[config.mk]
export PLATFORM = sky130hd
export DESIGN_NAME = interposer_arbiter
export DESIGN_NICKNAME = d
export VERILOG_FILES = /design/src/rtl/interposer_arbiter.sv
export SDC_FILE = /design/constraint.sdc
export NUM_CORES = 1
export LEC_CHECK = 0
export ABC_AREA = 1
export ABC_CLOCK_PERIOD_IN_PS = 4400
export CAP_MARGIN = 20
export CORE_UTILIZATION = 41
export DETAILED_ROUTE_END_ITERATION = 6
export PLACE_DENSITY = 0.68
export SYNTH_ARGS = -nofsm -noshare
export SYNTH_HDL_FRONTEND = slang
export SYNTH_SLANG_ARGS = --single-unit
[constraint.sdc]
create_clock -name clk -period 4.4 [get_ports clk]
set_input_delay 0.44 -clock clk [delete_from_list [all_inputs] [get_ports clk]]
set_output_delay 0.44 -clock clk [all_outputs]
set_load 0.03 [all_outputs]
[src/rtl/interposer_arbiter.sv]
// interposer_arbiter: round-robin per-direction bus arbiter driving {Tx,Rx,bypass} per node
module interposer_arbiter #(
  parameter int NODE_COUNT = 8,
  parameter int NODE_COUNT_DIGIT = 3,
  parameter int DIRECTION = 0,
  parameter int MAX_HOPS = 7,
  parameter int REQ_W = NODE_COUNT_DIGIT + 1
) (
  input  logic                          clk,
  input  logic                          reset,
  input  logic [NODE_COUNT*REQ_W-1:0]   request_in,
  output logic [NODE_COUNT*3-1:0]       control_out,
  output logic                          busy,
  output logic [NODE_COUNT_DIGIT-1:0]   grant_src,
  output logic [NODE_COUNT_DIGIT-1:0]   grant_dst,
  output logic                          err_bad_dir,
  output logic [15:0]                   grant_count
);
  localparam int D = NODE_COUNT_DIGIT;
  typedef enum logic [1:0] {IDLE, GRANT, GUARD} state_t;
  state_t state_q, state_d;
  logic [D-1:0] ptr_q, ptr_d, src_q, src_d, dst_q, dst_d;
  logic [NODE_COUNT*3-1:0] ctrl_q, ctrl_d;
  logic [15:0] cnt_q, cnt_d;
  logic err_q, err_d;
  logic [NODE_COUNT-1:0] legal;
  logic [D-1:0] dest_a [NODE_COUNT];
  logic [D-1:0] tgt_a [NODE_COUNT];
  logic [D:0] hop, s;
  logic [D-1:0] idx, sel, sel_tgt;
  logic bad, found, go;
  logic [NODE_COUNT*3-1:0] pat;
  // Per-node legality and hop-limited target, computed with one spare bit so nothing wraps
  always_comb begin
    bad = 1'b0;
    legal = '0;
    hop = '0;
    for (int i = 0; i < NODE_COUNT; i++) begin
      dest_a[i] = request_in[i*REQ_W +: D];
      legal[i] = request_in[i*REQ_W+REQ_W-1] &&
                 (DIRECTION == 0 ? dest_a[i] > D'(i) : dest_a[i] < D'(i));
      bad = bad | (request_in[i*REQ_W+REQ_W-1] & ~legal[i]);
      if (DIRECTION == 0) begin
        hop = (D+1)'(i) + (D+1)'(MAX_HOPS);
        tgt_a[i] = {1'b0, dest_a[i]} < hop ? dest_a[i] : hop[D-1:0];
      end else begin
        hop = {1'b0, dest_a[i]} + (D+1)'(MAX_HOPS);
        tgt_a[i] = hop < (D+1)'(i) ? D'(i - MAX_HOPS) : dest_a[i];
      end
    end
  end
  // First legal requester at or after the round-robin pointer
  always_comb begin
    found = 1'b0;
    sel = '0;
    s = '0;
    idx = '0;
    for (int k = 0; k < NODE_COUNT; k++) begin
      s = {1'b0, ptr_q} + (D+1)'(k);
      idx = s >= (D+1)'(NODE_COUNT) ? D'(s - (D+1)'(NODE_COUNT)) : s[D-1:0];
      if (!found && legal[idx]) begin
        found = 1'b1;
        sel = idx;
      end
    end
    sel_tgt = tgt_a[sel];
  end
  always_comb begin
    pat = '0;
    for (int j = 0; j < NODE_COUNT; j++) begin
      pat[j*3+2] = D'(j) == sel;
      pat[j*3+1] = D'(j) == sel_tgt;
      pat[j*3] = DIRECTION == 0 ? (D'(j) > sel && D'(j) < sel_tgt)
                                : (D'(j) < sel && D'(j) > sel_tgt);
    end
  end
  always_comb begin
    go = state_q == IDLE && found;
    state_d = state_q == IDLE ? (found ? GRANT : IDLE) : state_q == GRANT ? GUARD : IDLE;
    ctrl_d = go ? pat : '0;
    src_d = go ? sel : src_q;
    dst_d = go ? sel_tgt : dst_q;
    cnt_d = go ? cnt_q + 16'd1 : cnt_q;
    ptr_d = go ? (sel == D'(NODE_COUNT-1) ? '0 : sel + 1'b1) : ptr_q;
    err_d = err_q | (state_q == IDLE && bad);
  end
  always_ff @(posedge clk) begin
    if (!reset) begin
      state_q <= IDLE;
      ptr_q <= '0;
      src_q <= '0;
      dst_q <= '0;
      ctrl_q <= '0;
      cnt_q <= '0;
      err_q <= 1'b0;
    end else begin
      state_q <= state_d;
      ptr_q <= ptr_d;
      src_q <= src_d;
      dst_q <= dst_d;
      ctrl_q <= ctrl_d;
      cnt_q <= cnt_d;
      err_q <= err_d;
    end
  end
  assign control_out = ctrl_q;
  assign busy = state_q != IDLE;
  assign grant_src = src_q;
  assign grant_dst = dst_q;
  assign err_bad_dir = err_q;
  assign grant_count = cnt_q;
endmodule

# Word level (Yosys, flattened, before mapping)
# Index checks and enable logic that the tools add are counted.
# Widths: inputs -> output; s select.
[totals]
regBits = 52
inputBits = 34
output_inout_bits = 48
word_cells = 204
[classes]
n_addsub = 17
order_cmp = 48
eq_ne = 16
mux = 54
n_bitwise = 25
reduce_logical = 37
[ops]
columns = ["op", "n"]
rows = [
  ["$mux 3", 26],
  ["$lt 3x4->1 const B", 14],
  ["$ge 4x4->1 const B", 8],
  ["$logic_and 1x1->1", 25],
  ["$bmux 1 s3", 8],
  ["$eq 3x3->1 const A", 8],
  ["$sub 3x1->3 const B", 8],
  ["$mux 1", 17],
  ["$add 16x1->16 const B", 1],
  ["$add 3x3->4 const B", 4],
  ["$eq 2x3->1 const A", 4],
  ["$gt 3x3->1 const A", 4],
  ["$gt 3x3->1 const B", 4],
  ["$lt 3x3->1 const A", 4],
  ["$bmux 3 s3", 1],
  ["$add 3x2->4 const B", 2],
  ["$and 1x1->1", 8],
  ["$not 1->1", 8],
  ["$or 1x1->1", 8],
  ["$logic_not 1->1", 7],
  ["$eq 1x3->1 const A", 2],
  ["$gt 1x3->1 const A", 2],
  ["$gt 2x3->1 const A", 2],
  ["$gt 3x1->1 const B", 2],
  ["other kinds (15)", 20],
]

# Logic depth before layout (Yosys ltp)
# Gate-level depths: netlist of the first run.
[depth]
word_depth = 32
mapped_depth = 25
ltp_nobuf = 22

# Least setup slack after synthesis of the first run
# OpenSTA, ideal clock, no wires.
[synth_path]
kind = "reg2reg"
start = "reg ptr_q[0]"
end = "reg ptr_q[0]"
setup_ps = 74
arrival_ps = 2869
t_required_ps = 4326
setup_slack_ps = 1457
path_stages_with_launch = 23
n_path_buf = 3
synth_period_minus_slack_ps = 2943
path_cell_list = "dfxtp_1 buf_6 inv_6 buf_8 ha_1 buf_2 inv_1 nand3_1 nand2_1 nand2_1 nand2_2 nand3_2 nor2_4 nand4_1 nor2_1 inv_1 o21ai_2 nand2_4 ha_1 ha_1 nor2_1 nand3_1 o21ai_0"
[synth_via]
elab_chain_cells = 28
elab_cells_between_ends = 81
cone_classes = "add/sub: 16; order compare: 8; eq/ne: 1; mux: 41; reduce/logical: 15"
[synth_lines]
columns = ["element", "line_no", "rtl"]
rows = [
  ["start, declared", "22", "logic [D-1:0] ptr_q, ptr_d, src_q, src_d, dst_q, dst_d;"],
  ["start signal, assigned", "98", "ptr_q <= ptr_d;"],
  ["branches (longest 25 deep; another with $add 3x1->4)", "-", ""],
  ["$mux 3 *", "61", "if (!found && legal[idx]) begin"],
  ["via sel[1]", "30", "logic [D-1:0] idx, sel, sel_tgt;"],
  ["$eq 3x3->1 *", "84", "ptr_d = go ? (sel == D'(NODE_COUNT-1) ? '0 : sel + 1'b1) : ptr_q;"],
  ["$mux 3 *", "84", ""],
]
# Mark *: on every way through the listed nets, which the timed path passes. The select of a mux whose other input is x is not followed.
# A chain may end at the register's enable or synchronous reset.

# Worst setup path in the final report of the first run
[layout_path]
start = "reg ptr_q[1]"
end = "reg ctrl_q[6] (netlist: control_out[6])"
[layout_via]
elab_chain_cells = 32
elab_cells_between_ends = 86
cone_classes = "add/sub: 15; order compare: 10; mux: 43; bitwise: 1; reduce/logical: 17"
[layout_lines]
columns = ["element", "line_no", "rtl"]
rows = [
  ["branches (longest 32 deep; another with $add 3x1->4)", "-", ""],
  ["end signal, assigned", "101", "ctrl_q <= ctrl_d;"],
  ["end, declared", "23", "logic [NODE_COUNT*3-1:0] ctrl_q, ctrl_d;"],
]
# Several ways; the timed one is not identified. The select of a mux whose other input is x is not followed.

==> reports/results.tsv, run 1 <==
stage	metric	value	unit
clock_network	h-tree-depth	2	
floorplan	pin_count	82	
timing	finalMaxSlewViolations	0	
grt	antenna_found_initial	0	
setup_path	reg2reg_to	control_out[6]$_SDFF_PN0_	
job	maxCapViolCount	0	
setup_path	path_max_fanout	13	
power	irDropWorstVdd	0.314	mV
yosys	synth_seq_cells	51	
yosys	yosys-top-cells-count	nand2_1, nand3_1, nor2_1	
setup_path	worst-endpoint-arrival	4030	ps
power	powerDensity	783	mW/mm^2
routing	post_drt_wl_per_cell	13.3	um
placement	dp_hpwl	6930	um
setup_path	r2r-start	ptr_q[1]$_SDFFE_PN0P_	
grt	grtUsageTotal	21.5	%
floorplan	core_area	0.00777	sq mm
timing	setup_tns	0	ps
yosys	synth_flop_cell	dfxtp_1	
routing	drt-pass1-iter-count	5	
clock_network	insertion_delay	310	ps
yosys	synth_area	0.00329	sq mm
yosys	yosysMostFrequentCell	nand2_1	
clock_network	numCtsBuffers	5	
min_path	hold_start	state_q[1]$_SDFF_PP0_	
min_path	hold_class	register to register	
layout	antenna_cells	0	
timing	clock.fmax	262	MHz
timing	finClkSkew	7.94	ps
timing	tightest_slew	760	ps
yosys	ys_async_sr_fraction	0	%
yosys	synth_edf_count	0	
timing	finalHoldViolCount	0	
grt	grt_max_degree	23	
setup_path	worstPathRequired	4620	ps
floorplan	die_h	91.6	um
power	power	3.29	mW
grt	grt_pass1_wl	14500	um
yosys	synthCells	488	
yosys	synth_cell_types	40	
clock_network	clock_sinks	51	
floorplan	initial_core_util	42.4	%
setup_path	worstSetupPathType	register to register	
power	leakagePower	1.85	nW
setup_path	r2r_slack	590	ps
placement	port_buffers	78	
yosys	synth_area_leaders	dfxtp_1, nand3_1, nand2_1, nor2_1, inv_1	
timing	fin_crit_sh	86.7	%
timing	rsz0062_at_grt	no	
grt	grt_pass1_vias	3090	
setup_path	setup.worst_path.end_class	register	
setup_path	worstRegToRegCells	18	
grt	grt_overflow_total	0	
timing	max_slew_margin	49.2	%
layout	final_util	54.2	%
layout	drive_above_1_share	11.3	%
routing	ant_nets	0	
routing	route.vias.total	3488	
routing	wirelength	8890	um
layout	final.fill_count	777	
clock_network	ctsHoldBuffers	0	
layout	num-nets-final	604	
yosys	ys_seq_area_share	31.0	%
timing	setup_viol	0	
placement	place.gp.congestion	0.915	
clock_network	cts_tree	done	
setup_path	crit_path_start_kind	register	
yosys	synth.largest_area_cell	dfxtp_1	
yosys	yosysWarnings	0	
setup_path	crit_start	ptr_q[1]$_SDFFE_PN0P_	
yosys	syn_avg_cell_area	6.75	sq um
yosys	netlist.area_leader.share	31.0	%
timing	period_needed	3810	ps
floorplan	rows	32	
clock_network	cts_max_path_buffers	2	
layout	area_delta_synth_final	27.7	%
setup_path	worstSetupEndpoint	control_out[6]$_SDFF_PN0_	
routing	drc	0	
clock_network	clk_pin_slew	100	ps
floorplan	die_area	0.00840	sq mm
clock_network	cts_resized	0	
routing	first_iter_violations	231	
status	status	complete, no violations	
floorplan	die_x	91.6	um
clock_network	postCtsSetupRepairBufs	0	
clock_network	clock_tree.root_cell	clkbuf_8	
routing	vias_per_cell	5.24	
## cells by family after synthesis
kind of cell	Yosys count	synth area share, %
other	1	0.114
adders and majority gates	7	2.66
DFF	51	31.0
xor gates and xnor gates	2	0.987
buffers and inverters	72	10.4
and+or+nand+nor	313	47.6
AOI/OAI and AO/OA	42	7.29
## through the flow
step                area [sq um]  hold WS (ps)  instances  setup WS [ps]
floorplan                   3300           390        489           1460
global placement            4110           399        658            652
detailed placement          4110           401        658            636
CTS                         4210           416        666            637
global route                4210           447        666            236
finish                      4210           414        666            586
## worst max-delay path, stage by stage, from the launching register on
cell and delay, ps:
dfxtp_1 650, inv_2 230, ha_1 480, inv_1 240, nand3_1 120, nand2_1 90, nand2_1 70, nand2_2 110
nand3_2 110, nor2_4 120, nand4_1 160, nor2_1 170, nor2_1 70, nor2_2 460, nand3_1 220, nand2_4 150
nand3_2 110, nor2_1 100, nor2_1 40
## layout make-up
class,count,area (sq um),share of cell area (%)
multi-input combinational,366,1930,46.0
sequential,51,1020,24.3
timing repair buffer,81,803,19.1
inverter,58,223,5.29
tap,102,128,3.03
clock buffer,6,82.6,1.96
clock inverter,2,16.3,0.387
## report_power, final
part           internal [mW]  switching [mW]  total [mW]
combinational          0.756            1.63        2.39
clock                  0.129           0.159       0.287
sequential             0.561          0.0582       0.619
## worst min-delay path by stage
stage                                  endpoint  slack, ps  depth (start not counted)
after floorplan           state_q[1]$_SDFF_PP0_        390                          1
after global routing      state_q[1]$_SDFF_PP0_        450                          1
after CTS                 state_q[1]$_SDFF_PP0_        420                          1
final                     state_q[1]$_SDFF_PP0_        410                          1
after detailed placement  state_q[1]$_SDFF_PP0_        400                          1
after global placement    state_q[1]$_SDFF_PP0_        400                          1
## flip-flops by register name, indices dropped and copies added (netlist names)
register and count:
grant_count 16, grant_dst 3, control_out 23, state_q 2, grant_src 3, ptr_q 3
err_bad_dir 1
## layer usage
metal  GRT usage (%)  vias to the layer above  part of all wire, %
met5               0                        -                    0
met4            5.29                        0                  1.4
met3            4.39                       17                  7.2
met2            37.2                      134                   47
met1            27.3                     1589                   44
li1                -                     1748                    -
## placed cells by master, fill, tap and decap left out, types with 4 or more instances in the layout
cell             instances
nand3_2                 14
nor2_1                  52
inv_2                    7
nand2_1                110
nand2_4                  5
nand3_1                 86
nand2_2                 13
clkdlybuf4s50_1         78
a21oi_1                 15
nor3_1                   7
inv_1                   50
dfxtp_1                 51
clkbuf_8                 6
nand4_1                 12
ha_1                     7
o21ai_1                  4
o21ai_0                 12
Note: power is estimated with default switching activity, not from simulation.
==> inputs of run 2 (changes only) <==
Settings changed: REMOVE_ABC_BUFFERS set to 1.
==> run 2 against run 1 <==
Hold slack better by 5.1 ps. Final area hardly changed. Critical path type unchanged. Largest cell class unchanged. Non-clock buffer count is 2 higher. Wire length is 4.0% lower. Critical path depth stayed put.
==> reports/results.tsv, run 2 (synthesis results as in run 1) <==
stage	metric	value	unit	change
timing	setup_viol	0		unchanged
placement	place.gp.congestion	0.939		+2.6%
setup_path	worstPathRequired	4620	ps	about the same
timing	clock.fmax	266	MHz	+1.6%
layout	antenna_cells	0		unchanged
layout	num-nets-final	606		+0.33%
min_path	hold_class	register to register		
clock_network	clock_sinks	51		unchanged
floorplan	pin_count	82		unchanged
timing	rsz0062_at_grt	no		
clock_network	insertion_delay	290	ps	-20 ps
grt	grtUsageTotal	21.3	%	-0.17 points
clock_network	h-tree-depth	2		unchanged
setup_path	r2r-start	ptr_q[1]$_SDFFE_PN0P_		
timing	finalMaxSlewViolations	0		unchanged
timing	tightest_slew	570	ps	-190 ps
clock_network	cts_tree	done		
layout	final_cell_mix	nand2_1, nand3_1, clkdlybuf4s50_1		
power	leakagePower	1.85	nW	+0.33%
clock_network	clk_pin_slew	80	ps	-20 ps
grt	antenna_found_initial	0		unchanged
clock_network	numCtsBuffers	5		unchanged
status	status	complete, no violations		
setup_path	worstSetupPathType	register to register		
routing	route.vias.total	3368		-3.4%
placement	dp_hpwl	6740	um	-2.7%
grt	grt_pass1_wl	14700	um	+1.5%
clock_network	clock_tree.root_cell	clkbuf_8		
clock_network	postCtsSetupRepairBufs	0		unchanged
floorplan	die_x	91.6	um	unchanged
timing	setup_tns	0	ps	unchanged
placement	port_buffers	78		unchanged
routing	wirelength	8540	um	-4.0%
timing	finClkSkew	11.4	ps	+3.49 ps
routing	post_drt_wl_per_cell	12.8	um	-4.1%
timing	setup_ws	648	ps	+61.7 ps
grt	grt_overflow_total	0		unchanged
routing	drt-pass1-iter-count	4		-1
power	powerDensity	780	mW/mm^2	-0.40%
setup_path	setup.worst_path.end_class	register		
layout	stdcell_count	667		+0.15%
clock_network	ctsHoldBuffers	0		unchanged
routing	ant_nets	0		unchanged
layout	largest_reg_flops	23		unchanged
floorplan	rows	32		unchanged
layout	mostFrequentLayoutCell	nand2_1		
grt	grt_pass1_vias	3094		+0.13%
power	power	3.28	mW	-0.43%
routing	drc	0		unchanged
routing	first_iter_violations	122		-47%
timing	finalHoldViolCount	0		unchanged
routing	vias_per_cell	5.05		-3.6%
placement	place_inst	660		+0.30%
floorplan	die_h	91.6	um	unchanged
floorplan	initial_core_util	42.4	%	unchanged
clock_network	cts_max_path_buffers	2		unchanged
grt	grt_max_degree	23		unchanged
setup_path	crit_start	ptr_q[1]$_SDFFE_PN0P_		
setup_path	crit_path_start_kind	register		
setup_path	worst-endpoint-arrival	3970	ps	-60 ps
layout	area_delta_synth_final	27.7	%	about the same
floorplan	die_area	0.00840	sq mm	unchanged
placement	pre_cts_slack	698	ps	+61.7 ps
clock_network	cts_resized	0		unchanged
timing	period_needed	3750	ps	-61.7 ps
job	maxCapViolCount	0		unchanged
timing	max_slew_margin	62.0	%	+13 points
layout	drive_above_1_share	11.5	%	+0.16 points
power	irDropWorstVdd	0.308	mV	-1.8%
min_path	hold_start	state_q[1]$_SDFF_PP0_		
setup_path	path_max_fanout	16		+3
floorplan	core_area	0.00777	sq mm	unchanged
timing	fin_crit_sh	85.3	%	-1.4 points
run 2: changes by cell type in the layout (fill, tap and decap cells not counted):
cell,delta
buf_4,+2
clkbuf_8,-1
clkinv_2,+1
clkinvlp_4,-1
run 2: power breakdown:
| group | total, mW | switching (mW) | internal [mW] |
|---|---|---|---|
| Clock | 0.250 | 0.141 | 0.109 |
| Sequential | 0.620 | 0.0587 | 0.561 |
| Combinational | 2.41 | 1.64 | 0.775 |
| Total | 3.28 | 1.84 | 1.44 |
run 2: layer usage:
| layer | track usage [%] | vias up | share of wire [%] |
|---|---|---|---|
| li1 | - | 1750 | - |
| met1 | 27.7 | 1546 | 46 |
| met2 | 37.6 | 68 | 49 |
| met3 | 4.15 | 4 | 4.2 |
| met4 | 2.51 | 0 | 0.49 |
| met5 | 0 | - | 0 |
run 2: path summary, 6_finish.rpt:
kind / endpoint / slack, ps / cells past startpoint
max: ptr_q[0]$_SDFFE_PN0P_ / 650 / 18
max reg2reg: ptr_q[0]$_SDFFE_PN0P_ / 650 / 18
min reg2reg: state_q[1]$_SDFF_PP0_ / 420 / 1
min: state_q[1]$_SDFF_PP0_ / 420 / 1
run 2: final cells by class:
cell class                 instances  area (sq um)
inverter                          58           223
fill                             773          3560
sequential                        51          1020
clock inverter                     2          13.8
tap                              102           128
multi-input combinational        366          1930
timing repair buffer              83           818
clock buffer                       5          68.8
run 2: worst max-delay path, cell delays in order (launching register included):
cell and delay [ps]:
dfxtp_1 690, inv_2 230, ha_1 560, inv_1 210
nand3_1 150, nand2_1 70, nand2_1 80, nand2_2 90
nand3_1 100, nor2_1 40, nor2_1 90, nand3_1 90
nor2_1 120, nand3_2 310, ha_1 350, ha_1 190
nor2_1 160, nand3_1 90, o21ai_0 70
run 2: stage by stage:
stage | hold WS, ps | instance area [sq um] | util (%)
after floorplan | 390 | 3180 | -
after global placement | 397 | 4120 | 53.1
after detailed placement | 410 | 4120 | 53.1
after CTS | 422 | 4210 | 54.2
after global routing | 441 | 4210 | 54.2
final | 419 | 4210 | 54.2
